**src/rtl/uart_pkg.sv**
```systemverilog
// Shared UART constants, state encodings and helpers.
// Imported by uart_tx and uart_rx; no ports.
package uart_pkg;

    localparam int   CPB_DEFAULT = 4;
    localparam int   DATA_BITS   = 8;
    localparam logic LINE_START  = 1'b0;
    localparam logic LINE_STOP   = 1'b1;

    typedef enum logic {
        TX_IDLE,
        TX_BUSY
    } tx_state_t;

    typedef enum logic [1:0] {
        RX_IDLE,
        RX_START,
        RX_DATA,
        RX_STOP
    } rx_state_t;

    // Width of a down-counter holding 0..n-1, never below 1 bit.
    function automatic int cnt_width(input int n);
        return (n > 2) ? $clog2(n) : 1;
    endfunction

endpackage

```
**src/rtl/uart_tx.sv**
```systemverilog
// UART transmitter: one shifter plus a one-entry holding register.
// Ports: clk, rst (async high), in_data/in_valid/in_ready handshake,
//        SER_TX serial line (idle high), out_idle (fully drained).
module uart_tx
    import uart_pkg::*;
#(
    parameter int clocks_per_bit  = CPB_DEFAULT,
    parameter int extra_stop_bits = 0
) (
    input  logic                 clk,
    input  logic                 rst,
    input  logic [DATA_BITS-1:0] in_data,
    input  logic                 in_valid,
    output logic                 in_ready,
    output logic                 SER_TX,
    output logic                 out_idle
);

    localparam int CW = cnt_width(clocks_per_bit);
    localparam logic [CW-1:0] CYC_LAST = CW'(clocks_per_bit - 1);
    // Bit index 0 is start, 1..8 data, the rest stop bits.
    localparam logic [4:0] BIT_LAST =
        5'(DATA_BITS + 1 + extra_stop_bits);
    localparam logic [4:0] BIT_DATA_END = 5'(DATA_BITS);

    tx_state_t            state, state_n;
    logic [DATA_BITS-1:0] shreg, shreg_n;
    logic [CW-1:0]        cyc, cyc_n;
    logic [4:0]           bitc, bit_n;
    logic                 ser, ser_n;
    logic [DATA_BITS-1:0] hold, hold_n;
    logic                 hv, hv_n;
    logic                 rdy, rdy_n;
    logic                 accept;
    logic                 load;
    logic [DATA_BITS-1:0] load_byte;

    assign accept = in_valid && rdy;

    always_ff @(posedge clk or posedge rst) begin
        if (rst) begin
            state <= TX_IDLE;
            shreg <= '0;
            cyc   <= '0;
            bitc  <= '0;
            ser   <= LINE_STOP;
            hold  <= '0;
            hv    <= 1'b0;
            rdy   <= 1'b1;
        end else begin
            state <= state_n;
            shreg <= shreg_n;
            cyc   <= cyc_n;
            bitc  <= bit_n;
            ser   <= ser_n;
            hold  <= hold_n;
            hv    <= hv_n;
            rdy   <= rdy_n;
        end
    end

    always_comb begin
        state_n   = state;
        shreg_n   = shreg;
        cyc_n     = cyc;
        bit_n     = bitc;
        ser_n     = ser;
        hold_n    = hold;
        hv_n      = hv;
        load      = 1'b0;
        load_byte = in_data;
        unique case (state)
            TX_IDLE: begin
                if (accept) load = 1'b1;
            end
            TX_BUSY: begin
                if (cyc != '0) begin
                    cyc_n = cyc - CW'(1);
                    if (accept) begin
                        hold_n = in_data;
                        hv_n   = 1'b1;
                    end
                end else if (bitc == BIT_LAST) begin
                    // Frame ends: chain the next byte with no gap.
                    if (hv) begin
                        load      = 1'b1;
                        load_byte = hold;
                        hv_n      = 1'b0;
                    end else if (accept) begin
                        load = 1'b1;
                    end else begin
                        state_n = TX_IDLE;
                        ser_n   = LINE_STOP;
                    end
                end else begin
                    cyc_n = CYC_LAST;
                    bit_n = bitc + 5'd1;
                    if (bitc < BIT_DATA_END) begin
                        ser_n   = shreg[0];
                        shreg_n = {1'b0, shreg[DATA_BITS-1:1]};
                    end else begin
                        ser_n = LINE_STOP;
                    end
                    if (accept) begin
                        hold_n = in_data;
                        hv_n   = 1'b1;
                    end
                end
            end
            default: ;
        endcase
        if (load) begin
            state_n = TX_BUSY;
            shreg_n = load_byte;
            cyc_n   = CYC_LAST;
            bit_n   = '0;
            ser_n   = LINE_START;
        end
        rdy_n = !hv_n;
    end

    assign in_ready = rdy;
    assign SER_TX   = ser;
    assign out_idle = (state == TX_IDLE) && !hv
                   && (ser == LINE_STOP);

endmodule

```
**config.mk**
```make
export PLATFORM = sky130hd
export DESIGN_NAME = uart_tx
export DESIGN_NICKNAME = d
export VERILOG_FILES = /design/src/rtl/uart_pkg.sv /design/src/rtl/uart_tx.sv
export SDC_FILE = /design/constraint.sdc
export NUM_CORES = 1
export LEC_CHECK = 0
export CAP_MARGIN = 20
export CORE_MARGIN = 3
export CORE_UTILIZATION = 42
export DETAILED_ROUTE_END_ITERATION = 10
export PLACE_DENSITY = 0.58
export SYNTH_ARGS = -nofsm -noshare
export SYNTH_HDL_FRONTEND = slang
export SYNTH_SLANG_ARGS = --single-unit
```
**constraint.sdc**
```tcl
create_clock -name clk -period 2.29 [get_ports clk]
set_input_delay 0.458 -clock clk [delete_from_list [all_inputs] [get_ports clk]]
set_output_delay 0.458 -clock clk [all_outputs]
set_load 0.01 [all_outputs]
```
==> out/metrics.cfg <==
[grt]
grt_pass1_wl_um = 4409
grt_max_degree = 28
grt_usage = 0.1372
grt_pass1_vias = 952
grt_overflow = 0
antenna_found_initial = 0

[place]
port_buffers = 13
routabilityCongestion = 0.7672
hpwl_um = 1855
post-place-ws_ns = 0.1160

[power_and_ir_drop]
peakVddDrop_mv = 0.5279
p_per_area_mw_per_mm2 = 1103
p_leak_nw = 0.6651

[synth]
synth_top_area_cell = dfrtp_1
synth_top_area_share = 0.4625
syn-num-nets = 135
async_reset_ff_frac = 1.000
post-synth-top-count-cell = dfrtp_1
syn_avg_cell_area_um2 = 11.18
synth.distinct_cells = 34
seq_area_frac_synth = 0.5014
yosys_register_bits = 27
synth_commonest_cells = 25 x dfrtp_1, 17 x inv_1, 8 x mux2_2
syn_area_mm2 = 0.001353
synth_cells = 121
synth-edff-count = 0
synth.area.top_cells = dfrtp_1 46%, mux2_2 6.7%, mux2i_1 5.2%, inv_1 4.7%, a222oi_1 4.4%
yosysWarnings = 0
synth-main-ff-cell = dfrtp_1

[setup_path]
critical_path_class = reg -> out
arrival_ns = 1.67
r2r_start = bitc[1]$_DFFE_PP0P_
cpLargestDelayFamily = buffers and inverters
worstPathCellList = nor3b_1, clkdlybuf4s50_1
required_ns = 1.83
timing.critical_path.buf_inv = 1
worstSetupEndpointType = primary output
crit_fanout = 14
ff2ff_path_depth = 6
startpoint_type = flop
rrSetupSlack_ns = 0.29
cp_slowest_stage_delay_ns = 0.56
reg2reg_to = shreg[5]$_DFFE_PP0P_
slowest_stage = clkdlybuf4s50_1

[cts]
clk_latency_ns = 0.32
clk_path_buf_depth = 2
root_buffer = clkbuf_4
cts_tree = yes
clk_pin_slew_ns = 0.15
cts-resized-gates = 0
post_cts_buffers = 0
htreeDepth = 1
clock_sinks = 27
cts_inserted_buffers = 3
ctsHoldBuffers = 0

[layout]
nets = 157
antennaDiodeCount = 0
area_delta_synth_final_pct = 19.33
layout-drive-gt1-share = 0.1761

[floorplanning]
coreArea_mm2 = 0.002900
num_rows = 19
die_h_um = 62.75
die_x_um = 62.75
dieArea_mm2 = 0.003938
io_pins = 14
start_util = 0.4664

[timing]
relSlewSlack = 0.7409
setup_violations = 0
finalMaxSlewViolations = 0
fin_ws_ns = 0.1635
finalCriticalPeriod_ns = 2.127
finalCritPeriodShare = 0.9286
rsz0062_at_grt = no
finalHoldViolCount = 0
tightestPinTransition_ns = 0.3886
max_freq_mhz = 470.3
tns_ns = 0
finClkSkew_ns = 0.003430

[worst_hold_path]
holdCritPathClass = in -> async

[outcome]
status = complete, no violations

[route]
dr_total_vias = 1005
drc = 0
drtPass1Iterations = 4
drt-initial-drc-count = 53
vias_per_cell = 5.462
ant_nets = 0
drt_wl_total_um = 2542
wl_per_cell_um = 13.82

[run]
cap_violations = 0

-- final cells by class --
class	count	area, um2
Clock buffer	3	22.52
Clock inverter	1	7.507
Fill cell	265	1286
Inverter	17	63.81
Multi-Input combinational cell	75	601.8
Sequential cell	27	678.2
Tap cell	42	52.55
Timing Repair Buffer	19	187.7
-- through the flow --
step	instances	hold slack [ns]	total power, W	util	instance area (um2)
3_5_place_dp	180	0.4710	0.001588	0.5462	1584
5_1_grt	184	0.5118	0.001938	0.5565	1614
6_report	184	0.4757	0.001781	0.5565	1614
4_1_cts	184	0.4889	0.001804	0.5565	1614
2_1_floorplan	121	0.4445	0.001357	-	1353
3_3_place_gp	180	0.4632	0.001567	0.5462	1584
-- worst max-delay path by stage --
| stage | start | cells past startpoint | slack (ns) | end |
|---|---|---|---|---|
| 2_1_floorplan | bitc[1]$_DFFE_PP0P_ | 6 | 0.50 | shreg[0]$_DFFE_PP0P_ |
| 3_3_place_gp | in_valid | 5 | 0.17 | shreg[4]$_DFFE_PP0P_ |
| 3_5_place_dp | in_valid | 5 | 0.12 | shreg[5]$_DFFE_PP0P_ |
| 4_1_cts | state$_DFF_PP0_ | 2 | 0.14 | out_idle |
| 5_1_grt | state$_DFF_PP0_ | 2 | 0.06 | out_idle |
| 6_report | state$_DFF_PP0_ | 2 | 0.16 | out_idle |
-- power breakdown --
part,leakage [nW],switching (W),total [W],internal [W]
Sequential,0.332,0.000158,0.000843,0.000686
Clock,0.0139,0.000146,0.000212,0.0000667
Combinational,0.319,0.000340,0.000725,0.000386
Total,0.665,0.000643,0.00178,0.00114
-- placed cells by master (no fill, tap or decap), drive strengths merged, types with 4 or more instances in the layout --
master         count
buf                6
mux2i              7
inv               17
o21ai              7
nor3               4
clkdlybuf4s50     13
dfrtp             25
a21oi              7
nand2              5
mux2               8
a222oi             6
-- cells by family (layout without fill, tap and decap cells) --
family / Yosys count / count (layout) / synth area share
buffers and inverters: 19 / 40 / 0.05365
AOI/OAI and AO/OA: 32 / 32 / 0.1730
adders and majority gates: 3 / 3 / 0.02776
DFF: 27 / 27 / 0.5014
and+or+nand+nor: 25 / 25 / 0.1258
muxes: 15 / 15 / 0.1184
-- sequential cells by signal (all words and copies together) (netlist names) --
| signal | cells |
|---|---|
| SER_TX | 1 |
| bitc | 5 |
| cyc | 2 |
| hold | 8 |
| hv | 1 |
| in_ready | 1 |
| shreg | 8 |
| state | 1 |
-- layer usage --
| layer | track usage | wire length [um] | vias to the layer above |
|---|---|---|---|
| li1 | - | - | 495 |
| met1 | 0.2046 | 1250 | 490 |
| met2 | 0.2011 | 1184 | 18 |
| met3 | 0.01978 | 89 | 2 |
| met4 | 0.04959 | 17 | 0 |
| met5 | 0 | 0 | - |
-- worst min-delay path, stage by stage --
cell and delay (ns):
clkdlybuf4s50_1 0.40, inv_1 0.05, buf_4 0.31
Power figures use the tool's default switching activity.
